File: src/rtl/alu_ctrl_decode_stage.sv
// ID-stage ALU/control decoder registered into the ID/EX boundary, with a saturating illegal-instruction counter.
// Optional andi/ori support (zero-extended immediate) is enabled by defining ALU_DECODE_LOGIC_IMM_EN.
module alu_ctrl_decode_stage #(
    parameter int CNT_W = 8
) (
    input  logic             clk,
    input  logic             rst,
    input  logic [31:0]      instr_id,
    input  logic             valid_id,
    input  logic             stall,
    input  logic             flush,
    output logic [2:0]       alu_ctrl_ex,
    output logic             alu_src_ex,
    output logic [31:0]      imm_ex,
    output logic             reg_write_ex,
    output logic             reg_dst_ex,
    output logic             mem_read_ex,
    output logic             mem_write_ex,
    output logic             mem_to_reg_ex,
    output logic             branch_ex,
    output logic             valid_ex,
    output logic             illegal_ex,
    output logic [CNT_W-1:0] illegal_cnt
);

    localparam logic [5:0] OP_RTYPE = 6'b000000;
    localparam logic [5:0] OP_LW    = 6'b100011;
    localparam logic [5:0] OP_SW    = 6'b101011;
    localparam logic [5:0] OP_BEQ   = 6'b000100;
    localparam logic [5:0] OP_ADDI  = 6'b001000;
`ifdef ALU_DECODE_LOGIC_IMM_EN
    localparam logic [5:0] OP_ANDI  = 6'b001100;
    localparam logic [5:0] OP_ORI   = 6'b001101;
`endif

    localparam logic [5:0] FN_ADD = 6'b100000;
    localparam logic [5:0] FN_SUB = 6'b100010;
    localparam logic [5:0] FN_AND = 6'b100100;
    localparam logic [5:0] FN_OR  = 6'b100101;
    localparam logic [5:0] FN_SLT = 6'b101010;

    localparam logic [2:0] ALU_ADD = 3'b000;
    localparam logic [2:0] ALU_SUB = 3'b001;
    localparam logic [2:0] ALU_AND = 3'b010;
    localparam logic [2:0] ALU_OR  = 3'b011;
    localparam logic [2:0] ALU_SLT = 3'b101;

    logic [5:0]  op;
    logic [5:0]  fn;
    logic [2:0]  dec_alu_ctrl;
    logic        dec_alu_src;
    logic        dec_reg_write;
    logic        dec_reg_dst;
    logic        dec_mem_read;
    logic        dec_mem_write;
    logic        dec_mem_to_reg;
    logic        dec_branch;
    logic        dec_illegal;
    logic [31:0] dec_imm;

    assign op = instr_id[31:26];
    assign fn = instr_id[5:0];

    always_comb begin
        dec_alu_ctrl   = ALU_ADD;
        dec_alu_src    = 1'b0;
        dec_reg_write  = 1'b0;
        dec_reg_dst    = 1'b0;
        dec_mem_read   = 1'b0;
        dec_mem_write  = 1'b0;
        dec_mem_to_reg = 1'b0;
        dec_branch     = 1'b0;
        dec_illegal    = 1'b0;
        dec_imm        = {{16{instr_id[15]}}, instr_id[15:0]};
        unique case (op)
            OP_RTYPE: begin
                dec_reg_write = 1'b1;
                dec_reg_dst   = 1'b1;
                unique case (fn)
                    FN_ADD:  dec_alu_ctrl = ALU_ADD;
                    FN_SUB:  dec_alu_ctrl = ALU_SUB;
                    FN_AND:  dec_alu_ctrl = ALU_AND;
                    FN_OR:   dec_alu_ctrl = ALU_OR;
                    FN_SLT:  dec_alu_ctrl = ALU_SLT;
                    default: begin
                        dec_reg_write = 1'b0;
                        dec_reg_dst   = 1'b0;
                        dec_illegal   = 1'b1;
                    end
                endcase
            end
            OP_LW: begin
                dec_alu_src    = 1'b1;
                dec_reg_write  = 1'b1;
                dec_mem_read   = 1'b1;
                dec_mem_to_reg = 1'b1;
            end
            OP_SW: begin
                dec_alu_src   = 1'b1;
                dec_mem_write = 1'b1;
            end
            OP_BEQ: begin
                dec_alu_ctrl = ALU_SUB;
                dec_branch   = 1'b1;
            end
            OP_ADDI: begin
                dec_alu_src   = 1'b1;
                dec_reg_write = 1'b1;
            end
`ifdef ALU_DECODE_LOGIC_IMM_EN
            // Logical immediates take an unsigned (zero-extended) operand.
            OP_ANDI: begin
                dec_alu_ctrl  = ALU_AND;
                dec_alu_src   = 1'b1;
                dec_reg_write = 1'b1;
                dec_imm       = {16'b0, instr_id[15:0]};
            end
            OP_ORI: begin
                dec_alu_ctrl  = ALU_OR;
                dec_alu_src   = 1'b1;
                dec_reg_write = 1'b1;
                dec_imm       = {16'b0, instr_id[15:0]};
            end
`endif
            default: dec_illegal = 1'b1;
        endcase
        if (!valid_id) begin
            dec_alu_ctrl  = ALU_ADD;
            dec_alu_src   = 1'b0;
            dec_reg_write = 1'b0;
            dec_reg_dst   = 1'b0;
            dec_mem_read  = 1'b0;
            dec_mem_write = 1'b0;
            dec_mem_to_reg = 1'b0;
            dec_branch    = 1'b0;
            dec_illegal   = 1'b0;
        end
    end

    // Priority: reset, then flush (bubble), then stall (hold), else load.
    always_ff @(posedge clk) begin
        if (!rst || flush) begin
            alu_ctrl_ex   <= ALU_ADD;
            alu_src_ex    <= 1'b0;
            imm_ex        <= 32'b0;
            reg_write_ex  <= 1'b0;
            reg_dst_ex    <= 1'b0;
            mem_read_ex   <= 1'b0;
            mem_write_ex  <= 1'b0;
            mem_to_reg_ex <= 1'b0;
            branch_ex     <= 1'b0;
            valid_ex      <= 1'b0;
            illegal_ex    <= 1'b0;
        end else if (!stall) begin
            alu_ctrl_ex   <= dec_alu_ctrl;
            alu_src_ex    <= dec_alu_src;
            imm_ex        <= dec_imm;
            reg_write_ex  <= dec_reg_write;
            reg_dst_ex    <= dec_reg_dst;
            mem_read_ex   <= dec_mem_read;
            mem_write_ex  <= dec_mem_write;
            mem_to_reg_ex <= dec_mem_to_reg;
            branch_ex     <= dec_branch;
            valid_ex      <= valid_id;
            illegal_ex    <= dec_illegal;
        end
    end

    always_ff @(posedge clk) begin
        if (!rst) begin
            illegal_cnt <= '0;
        end else if (!flush && !stall && dec_illegal && illegal_cnt != {CNT_W{1'b1}}) begin
            illegal_cnt <= illegal_cnt + 1'b1;
        end
    end

endmodule

File: config.mk
export PLATFORM = sky130hd
export DESIGN_NAME = alu_ctrl_decode_stage
export DESIGN_NICKNAME = d
export VERILOG_FILES = /design/src/rtl/alu_ctrl_decode_stage.sv
export SDC_FILE = /design/constraint.sdc
export NUM_CORES = 1
export LEC_CHECK = 0
export BUFFER_PORTS_ARGS = -buffer_cell sky130_fd_sc_hd__clkbuf_2
export CAP_MARGIN = 40
export CORE_AREA = 2 2 68 70
export DETAILED_ROUTE_END_ITERATION = 10
export DIE_AREA = 0 0 70 72
export PLACE_DENSITY = 0.76
export SYNTH_ARGS = -nofsm -noshare
export SYNTH_HDL_FRONTEND = slang
export SYNTH_SLANG_ARGS = --single-unit
export TNS_END_PERCENT = 50
File: constraint.sdc
create_clock -name clk -period 2.62 [get_ports clk]
set_clock_uncertainty 0.2 [all_clocks]
set_input_delay 0.131 -clock clk [delete_from_list [all_inputs] [get_ports clk]]
set_output_delay 0.131 -clock clk [all_outputs]
set_load 0.02 [all_outputs]
-- Word level (Yosys, flattened, before mapping)
Cells that the tools add are included.
- add/subtract/negate cells: 1
- equality and inequality tests: 10
- multiplexer cells: 19
- reductions and logical operators: 12
- operator list (kind ; number):
    6-bit == test (second input constant) ; 7
    1-bit 2-to-1 mux ; 14
    3-bit one-hot mux with 4 select lines ; 1
    8-bit by 1-bit adder with 8-bit output (second input constant) ; 1
    8-bit inequality test (second input constant) ; 1
    6-bit by 3-bit == test with 1-bit output (second input constant) ; 1
    6-bit by 4-bit == test with 1-bit output (second input constant) ; 1
    6-bit zero test ; 1
    3-bit one-hot mux with 2 select lines ; 1
    5-bit OR reduction ; 1
    1-bit one-hot mux with 2 select lines ; 2
    4-bit OR reduction ; 1
    1-bit logical AND ; 3
    1-bit zero test ; 3
    3-bit 2-to-1 mux ; 1
    3-bit OR reduction ; 1
    2-bit OR reduction ; 1
    1-bit logical OR ; 1
- register bits: 35
- input bits: 37
- output and inout bits: 52
- word-level logic and storage cells: 53

-- Longest topological paths before layout
- word-level depth: 7
- gate-level depth with buffers: 5
- mapped depth without buffers: 5

-- Least setup slack after synthesis
OpenSTA, ideal clock, no wires.
- kind: reg2reg
- from: reg illegal_cnt[0]
- to: reg illegal_cnt[5]
- arrival time: 1.534 ns
- setup slack: 0.816 ns
- stages on the path, launching flop included: 6
- buffers on the path: 0
- clock period less this slack: 1.804 ns
- path through: dfxtp_1 > ha_1 > nand3_1 > o2111ai_1 > or4_2 > a21boi_1
- longest elaborated chain between the ends: 2
- elaborated cells between the ends (all ways): 3
- those cells by class: add/sub: 1; eq/ne: 1; reduce/logical: 1
- ends and longest elaborated chain (element ; RTL line ; RTL):
    start: declaration ; 23 ; output logic [CNT_W-1:0] illegal_cnt
    start signal: assignment ; 173 ; illegal_cnt <= illegal_cnt + 1'b1;
    branches (longest 2 deep; another with 8-bit by 1-bit adder with 8-bit output) ; -- ;
Several ways; the timed one is not identified.
A chain may end at the register's enable or synchronous reset.

-- Final worst setup path
- from: in instr_id[29]
- to: reg alu_ctrl_ex[2]
- longest elaborated chain between the ends: 3
- elaborated cells between the ends (all ways): 4
- those cells by class: eq/ne: 1; mux: 2; reduce/logical: 1
- ends and longest elaborated chain (element ; RTL line ; RTL):
    start: declaration ; 8 ; input logic [31:0] instr_id,
    6-bit by 3-bit == test with 1-bit output / 6-bit zero test (equally long branches) ; 75 ; unique case (op)
    3-bit one-hot mux with 2 select lines * ; 75 ;
    3-bit 2-to-1 mux * ; 127 ; if (!valid_id) begin
    end signal: assignment ; 155 ; alu_ctrl_ex <= dec_alu_ctrl;
    end: declaration ; 12 ; output logic [2:0] alu_ctrl_ex,
Mark *: on every way between the ends. The rest lies on a longest branch, timed or not.

==> flow_metrics.py <==
metrics = {
    "status": {
        "outcome": "complete, no violations",
    },
    "job": {
        "maxCapViolCount": 0,
    },
    "placement": {
        "hpwl_mm": 2.796,
        "gp_congestion": 0.8705,
        "place_ws_ns": 0.5842,
        "io_buffers": 78,
    },
    "layout": {
        "n_antenna_cell": 0,
        "drive_above_1_share_pct": 36.84,
        "area_delta_synth_final_pct": 37.57,
        "nNetsFinal": 303,
    },
    "setup_path": {
        "path_cells": "dlygate4sd3_1 > clkbuf_2 > or4_4 > nor3_2 > nand4_1 > dlygate4sd3_1 > a21oi_1",
        "crit_required_ns": 2.63,
        "cpMaxStageDelayCell": "dlygate4sd3_1",
        "cp.buffers_inverters": 3,
        "cp-end-kind": "flop",
        "cp.arrival_ns": 2.44,
        "critPathMaxFanout": 5,
        "cpPeakStageDelay_ns": 0.56,
        "critPathKind": "in -> reg",
        "crit_family": "buffers and inverters",
        "cp-start-kind": "input pin",
        "reg2reg_from": "illegal_cnt[0]$_SDFFE_PN0P_",
        "setup.worst_path.start": "instr_id[29]",
        "crit_top_cell": "dlygate4sd3_1",
    },
    "die": {
        "num_io_pins": 89,
        "rows": 24,
        "die_h_um": 72,
        "die_area_mm2": 0.005040,
        "initial_core_util_pct": 39.44,
        "fp.dieW_um": 70,
        "core_mm2": 0.004264,
    },
    "sta": {
        "drv_slew": 0,
        "setup_tns_ns": 0,
        "rsz0062_at_grt": "false",
        "fin_ws_ns": 0.1887,
        "final-hold-violation-count": 0,
        "min_period_ns": 2.431,
        "finalCritPeriodShare_pct": 92.80,
        "relSlewSlack_pct": 54.95,
        "fmax_mhz": 411.3,
        "whs_ns": 0.04314,
        "worst_pin_slew_ns": 0.6741,
        "setup_viol": 0,
    },
    "synthesis": {
        "syn_area_mm2": 0.001682,
        "syn_nets": 220,
        "synth-async-reset-ratio_pct": 0,
        "synthDominantCellAreaShare_pct": 41.67,
        "yosysTopAreaCell": "dfxtp_1",
        "synth_most_common_cell": "dfxtp_1",
        "ys_top_cells_by_area": "dfxtp_1 42%, mux2i_1 13%, buf_4 7.6%, nor2_1 5.8%, nand2_1 3.8%",
        "synth_enable_flop_cells": 0,
        "syn_avg_cell_area_um2": 9.240,
        "ys_warn_count": 0,
        "synth_ff_type": "dfxtp_1",
        "ys_ff_latch": 35,
        "yosysUniqueCellTypes": 38,
        "yosysSeqAreaShare_pct": 41.67,
        "syn_inst": 182,
        "synth_common_cells": "35 x dfxtp_1, 26 x nor2_1, 22 x mux2i_1",
    },
    "detailed_routing": {
        "wire_per_inst_um": 12.47,
        "via_per_inst": 4.947,
        "drt_iter0_drc": 61,
        "vias": 1573,
        "final_antenna_net_count": 0,
        "drc_errors": 0,
        "routed_wl_mm": 3.965,
        "first_pass_iters": 5,
    },
    "pwr": {
        "p_per_area_mw_per_mm2": 519.1,
        "p_total_w": 0.001201,
        "peakVddDrop_mv": 0.1817,
        "p_leak_nw": 1.039,
    },
    "clock_tree": {
        "cts_buffer_depth": 2,
        "cts_buffers": 5,
        "clock_sinks": 35,
        "clkSlewWorstSetupHoldPaths_ns": 0.07,
        "insertion_delay_ns": 0.28,
        "htree_levels": 2,
        "cts_tree": "done",
        "cts-root-buf": "clkbuf_8",
        "cts_setup_buffers": 0,
    },
    "grt": {
        "grt_pass1_vias": 1504,
        "grt_overflow_total": 0,
        "grt_pass1_wl_mm": 6.575,
        "track_usage_pct": 16.12,
        "grt_antenna_before_repair": 0,
        "grt_max_degree": 29,
    },
    "worst_hold_path": {
        "hp-class": "in -> reg",
        "min_from": "stall",
    },
}
==> where the power goes <==
group	leakage [nW]	internal, W	switching, W	total, W
Sequential	0.284	0.000542	0.00000748	0.000550
Combinational	0.694	0.0000710	0.0000879	0.000159
Clock	0.0612	0.000308	0.000185	0.000492
Total	1.04	0.000921	0.000280	0.00120
==> worst min-delay path, cell delays in order <==
cell,delay [ns]
clkbuf_2,0.09
nor2b_1,0.08
a21oi_1,0.13
nor2_1,0.05
==> final timing paths <==
path | endpoint | cells after the start | slack (ns)
max reg2reg | illegal_cnt[5]$_SDFFE_PN0P_ | 5 | 0.77
min | valid_ex$_SDFFE_PP0N_ | 4 | 0.04
max | alu_ctrl_ex[2]$_SDFFE_PP0N_ | 7 | 0.19
min reg2reg | reg_dst_ex$_SDFFE_PP0N_ | 2 | 0.26
==> registers in the layout, indices dropped and copies added (netlist names) <==
| signal | cells |
|---|---|
| branch_ex | 1 |
| valid_ex | 1 |
| illegal_ex | 1 |
| alu_src_ex | 1 |
| alu_ctrl_ex | 3 |
| mem_write_ex | 1 |
| mem_to_reg_ex | 1 |
| illegal_cnt | 8 |
| reg_dst_ex | 1 |
| imm_ex | 16 |
| reg_write_ex | 1 |
==> cells in the final DEF (no fill, tap or decap), types with 3 or more instances in the layout <==
| cell type | count |
|---|---|
| dfxtp_1 | 35 |
| clkbuf_8 | 6 |
| nand4_1 | 5 |
| nor2_1 | 26 |
| clkbuf_2 | 78 |
| nand2_1 | 17 |
| nand2b_1 | 6 |
| nor4_1 | 6 |
| or4_2 | 3 |
| nand3_1 | 3 |
| mux2i_1 | 22 |
| dlygate4sd3_1 | 19 |
| a21oi_1 | 5 |
==> per-stage QoR <==
stage	util, %	cell area, µm²	instances
detailed placement	46.92	2001	291
finish	54.25	2313	318
global placement	46.92	2001	291
CTS	54.14	2308	318
floorplan	-	1682	182
global route	54.25	2313	318
==> area by class of cell <==
class,instances,area [µm²]
repair buffers,99,595.6
flip-flops and latches,35,700.7
fillers,416,1951
clock inverters,2,35.03
multi-input cells,122,827.0
clock buffers,6,82.58
inverters,2,7.507
well taps,52,65.06
==> kinds of logic after synthesis <==
| logic type | after synthesis | share of synthesized area [%] |
|---|---|---|
| adders and majority gates | 1 | 0.7439 |
| buffers and inverters | 25 | 9.449 |
| muxes | 23 | 13.76 |
| and+or+nand+nor | 77 | 23.81 |
| DFF | 35 | 41.67 |
| xor gates and xnor gates | 1 | 0.5209 |
| AOI/OAI and AO/OA | 20 | 10.04 |
==> metal layers <==
| metal | GRT usage, % | part of all wire, % | routed length [µm] |
|---|---|---|---|
| met1 | 17.40 | 40 | 1601 |
| met2 | 28.68 | 50 | 1975 |
| met3 | 6.528 | 8.4 | 333 |
| met4 | 5.769 | 1.4 | 54 |
| met5 | 0 | 0 | 0 |
==> repair_timing <==
action	in CTS	in global routing
setup endpoints to repair	0	1
hold buffers	19	0
endpoints found under the hold margin	22	0
resized for setup	0	1
(Power assumes the default switching activity.)
